[config.mk]
export PLATFORM = sky130hd
export DESIGN_NAME = ex_dispatch
export DESIGN_NICKNAME = d
export VERILOG_FILES = /design/src/rtl/ex_dispatch.sv
export SDC_FILE = /design/constraint.sdc
export NUM_CORES = 1
export LEC_CHECK = 0
export ABC_CLOCK_PERIOD_IN_PS = 5600
export BUFFER_PORTS_ARGS = -buffer_cell sky130_fd_sc_hd__buf_2
export CAP_MARGIN = 20
export CORE_UTILIZATION = 57
export DETAILED_ROUTE_END_ITERATION = 10
export PLACE_DENSITY = 0.83
export SETUP_SLACK_MARGIN = 0.02
export SLEW_MARGIN = 20
export SYNTH_ARGS = -nofsm -noshare
export SYNTH_HDL_FRONTEND = slang
export SYNTH_SLANG_ARGS = --single-unit
export TNS_END_PERCENT = 5
[constraint.sdc]
create_clock -name clk -period 5.6 [get_ports clk]
set_input_delay 0 -clock clk [delete_from_list [all_inputs] [get_ports clk]]
set_output_delay 0 -clock clk [all_outputs]
set_load 0.05 [all_outputs]
[src/rtl/ex_dispatch.sv]
// ============================================================================
// ex_dispatch : in-order EX dispatch FIFO fed by a toggle strobe, one valid
//               unit per cycle from the head entry.          Rev 1.0
// ============================================================================
`default_nettype none

module ex_dispatch #(
  parameter int unsigned XLEN  = 32,
  parameter int unsigned TAG_W = 4,
  parameter int unsigned OP_W  = 6,
  parameter int unsigned DEPTH = 4
) (
  input  logic                      clk,
  input  logic                      rst_n,
  input  logic                      in_ce,
  input  logic [1:0]                in_unit,
  input  logic [2*XLEN-1:0]         in_val,
  input  logic [TAG_W-1:0]          in_tag,
  input  logic [OP_W-1:0]           in_op,
  input  logic [TAG_W-1:0]          in_target,
  input  logic [3:0]                fu_ready,
  output logic [3:0]                fu_valid,
  output logic [OP_W-1:0]           fu_op,
  output logic [2*XLEN-1:0]         fu_val,
  output logic [TAG_W-1:0]          fu_tag,
  output logic [TAG_W-1:0]          fu_target,
  output logic                      stall,
  output logic                      overflow,
  output logic [$clog2(DEPTH):0]    count
);

  localparam int unsigned c_pw = $clog2(DEPTH);
  localparam int unsigned c_cw = c_pw + 1;
  localparam logic [c_cw-1:0] c_full      = c_cw'(DEPTH);
  localparam logic [c_cw-1:0] c_stall_lvl = c_cw'(DEPTH - 1);
  localparam logic [c_cw-1:0] c_cnt_one   = c_cw'(1);
  localparam logic [c_pw-1:0] c_ptr_one   = c_pw'(1);

  logic [1:0]        r_unit_mem   [DEPTH];
  logic [2*XLEN-1:0] r_val_mem    [DEPTH];
  logic [TAG_W-1:0]  r_tag_mem    [DEPTH];
  logic [OP_W-1:0]   r_op_mem     [DEPTH];
  logic [TAG_W-1:0]  r_target_mem [DEPTH];

  logic            r_ce_q;
  logic            r_primed;
  logic [c_pw-1:0] r_head;
  logic [c_pw-1:0] r_tail;
  logic [c_cw-1:0] r_count;
  logic            r_stall;
  logic            r_overflow;

  logic [3:0]      w_valid;
  logic            w_push;
  logic            w_pop;
  logic            w_full;
  logic            w_enq;
  logic            w_drop;
  logic [c_cw-1:0] w_count_nxt;

  // Head unit selects the single valid line; empty buffer drives none.
  always_comb begin
    w_valid = 4'b0000;
    if (r_count != '0) begin
      w_valid[r_unit_mem[r_head]] = 1'b1;
    end
  end

  assign w_push = r_primed & (in_ce ^ r_ce_q);
  assign w_pop  = |(w_valid & fu_ready);
  assign w_full = (r_count == c_full);
  // A full buffer still accepts when the head leaves on the same edge.
  assign w_enq  = w_push & (~w_full | w_pop);
  assign w_drop = w_push & w_full & ~w_pop;

  always_comb begin
    w_count_nxt = r_count;
    case ({w_enq, w_pop})
      2'b10:   w_count_nxt = r_count + c_cnt_one;
      2'b01:   w_count_nxt = r_count - c_cnt_one;
      default: w_count_nxt = r_count;
    endcase
  end

  always_ff @(posedge clk or negedge rst_n) begin
    if (!rst_n) begin
      r_ce_q     <= 1'b0;
      r_primed   <= 1'b0;
      r_head     <= '0;
      r_tail     <= '0;
      r_count    <= '0;
      r_stall    <= 1'b0;
      r_overflow <= 1'b0;
    end else begin
      r_ce_q   <= in_ce;
      r_primed <= 1'b1;
      if (w_enq) begin
        r_tail <= r_tail + c_ptr_one;
      end
      if (w_pop) begin
        r_head <= r_head + c_ptr_one;
      end
      r_count <= w_count_nxt;
      r_stall <= (w_count_nxt >= c_stall_lvl);
      if (w_drop) begin
        r_overflow <= 1'b1;
      end
    end
  end

  always_ff @(posedge clk) begin
    if (w_enq) begin
      r_unit_mem[r_tail]   <= in_unit;
      r_val_mem[r_tail]    <= in_val;
      r_tag_mem[r_tail]    <= in_tag;
      r_op_mem[r_tail]     <= in_op;
      r_target_mem[r_tail] <= in_target;
    end
  end

  assign fu_valid  = w_valid;
  assign fu_op     = r_op_mem[r_head];
  assign fu_val    = r_val_mem[r_head];
  assign fu_tag    = r_tag_mem[r_head];
  assign fu_target = r_target_mem[r_head];
  assign stall     = r_stall;
  assign overflow  = r_overflow;
  assign count     = r_count;

endmodule

`default_nettype wire
==> impl_metrics.tcl <==
set metrics [dict create \
    grt_pass1_vias 6533 \
    first_pass_iters 8 \
    period_needed_ps 3820 \
    synth.distinct_cells 29 \
    synth_adder_area_share_pct 0.678 \
    clk_pin_slew_ps 60 \
    totalWireLength_um 25000 \
    grt_max_degree 67 \
    fin_nets 858 \
    synth_top_family_by_area "multiplexers" \
    holdPathStages 2 \
    cts_tree "built" \
    synthTopCellsByCount "320 x edfxtp_1, 80 x mux4_2, 11 x dfrtp_1" \
    synth-seq-area-share_pct 81.2 \
    grt_pass1_wl_um 37400 \
    start_util_pct 58.1 \
    synth-xor-area-share_pct 0.431 \
    diodes 0 \
    globalplace.congestion 0.797 \
    ys_ff_latch 331 \
    yosysTopAreaCellShare_pct 78.9 \
    boundaryPins 174 \
    avgSynthCellArea_um2 25.3 \
    drtAntennaViolNets 0 \
    io_buffers 173 \
    syn_inst 482 \
    layout-drive-gt1-share_pct 40.9 \
    yosys.area_share.simple_pct 0.760 \
    cts_hold_buf 83 \
    finalCritPeriodShare_pct 68.2 \
    final_hold_viol_count 0 \
    synth_warnings 0 \
    setup_viol 0 \
    num_vias 6140 \
    fmaxAchievable_mhz 262 \
    vdd_drop_max_uv 565 \
    cts_setup_buffers 0 \
    yosysTopAreaCell "edfxtp_1" \
    syn_nets 575 \
    cts-root-buf "clkbuf_16" \
    worst-setup-path-type "reg2reg" \
    coreArea_mm2 0.0210 \
    cp.arrival_ps 3980 \
    worstPathMaxFanout 40 \
    die_w_um 148 \
    fp-row-count 53 \
    vias_per_cell 5.77 \
    hpwl_um 14000 \
    cts_made_buffers 34 \
    grt_usage_pct 23.4 \
    muxShareOfSynthArea_pct 15.6 \
    tns_ps 0 \
    ys_async_sr_fraction_pct 3.32 \
    max_slew.worst_pin.slew_ps 958 \
    violations "DRC" \
    skew_ps 11.7 \
    wl_per_cell_um 23.4 \
    yosysMostFrequentCell "edfxtp_1" \
    outcome "finished with violations" \
    drc 2 \
    netlist_area_mm2 0.0122 \
    cp.required_ps 5760 \
    fin_util_pct 73.4 \
    p_leak_uw 0.00542 \
    power.density_mw_per_mm2 568 \
    antenna_found_initial 0 \
    end_kind "flip-flop" \
    synth_compound_area_share_pct 0.462 \
    htree_levels 2 \
    maxCapViolCount 0 \
    fp.dieH_um 148 \
    synth_area_leaders "edfxtp_1 79%, mux4_2 15%, dfrtp_1 2.3%" \
    cts.path.max_buffers 3 \
    dieArea_mm2 0.0220 \
    reg2reg_depth 5 \
    min-delay-path-class "in2reg" \
    ys.flop_type "edfxtp_1" \
    drtIter0Drc 393 \
    grt-ovfl-total 0 \
    clkLatencyLatePin_ps 510 \
    rsz0062_at_grt "false" \
    syn_to_final_growth_pct 26.3 \
    p_total_uw 8750 \
    synth_edf_count 320 \
    cts.sinks 331 \
    cts_resized 0 \
    relSlewSlack_pct 36.2 \
    drv_slew 0 \
    cp-start-kind "flip-flop" \
]
sequential cells by signal, indices dropped and copies added, names as in the netlist, 2 cells and up:
signal,count
r_target_mem,16
count,3
r_head,2
r_tail,2
r_unit_mem,8
r_op_mem,24
r_tag_mem,16
r_val_mem,256
metal layers:
metal	global-route usage [%]	share of wire [%]	up-vias
li1	-	-	2621
met1	29.5	38	3200
met2	41.0	53	285
met3	5.40	7.4	34
met4	6.91	1.7	0
met5	0	0	-
metrics by stage:
stage,cells,setup WS (ps),area (um^2),hold slack (ps)
detailed placement,921,1740,13400,-116
global placement,921,1820,13400,-125
finish,1065,1780,15400,164
floorplan,482,1550,12200,-296
global route,1065,1540,15400,165
CTS,1065,1700,15400,143
cells by family after synthesis:
| family | count (synthesis) |
|---|---|
| AND/OR/NAND/NOR | 19 |
| other | 1 |
| flip-flops | 331 |
| adder cells (fa/ha/maj) | 6 |
| AO/OA/AOI/OAI | 6 |
| buffers and inverters | 23 |
| XOR/XNOR | 6 |
| multiplexers | 90 |
worst max-delay path: stages (launching register included):
cell and delay, ps:
dfrtp_4 870, mux4_2 690, mux4_2 500, a21oi_4 290
and2_4 630, buf_4 450
power by group:
| part | switching (uW) | total, uW | internal, uW |
|---|---|---|---|
| Sequential | 193 | 3240 | 3040 |
| Combinational | 2190 | 3190 | 1000 |
| Clock | 887 | 2320 | 1430 |
cell type report:
type	count	area (um^2)
inverters	4	15.0
clock buffers	41	941
repair buffers	266	1770
well taps	275	344
fillers	1188	5570
flip-flops and latches	331	9890
multi-input cells	128	2200
clock inverters	20	223
cells in the final DEF, fill, tap and decap left out, types with 6 or more instances in the layout:
cell type / synthesis / final
edfxtp_1: 320 / 320
buf_2: 7 / 173
dlygate4sd3_1: 0 / 83
mux4_2: 80 / 80
clkbuf_16: 0 / 37
buf_4: 0 / 10
dfrtp_1: 11 / 9
mux2i_1: 7 / 7
clkinv_1: 0 / 7
clkinv_2: 0 / 7
nand2_1: 6 / 6
final timing paths:
check | startpoint | endpoint | slack [ps]
setup / recovery | r_head[0]$_DFFE_PN0P_ | r_val_mem[0][4]$_DFFE_PP_ | 1780
hold / removal | in_ce | r_ce_q$_DFF_PN0_ | 160
setup reg to reg | r_head[0]$_DFFE_PN0P_ | r_val_mem[0][4]$_DFFE_PP_ | 1780
hold reg to reg | overflow$_DFFE_PN0P_ | overflow$_DFFE_PN0P_ | 530
max in group asynchronous | rst_n | r_head[1]$_DFFE_PN0P_ | 4690
min in group asynchronous | rst_n | r_ce_q$_DFF_PN0_ | 520
No activity file was read; power rests on OpenSTA's default activity.
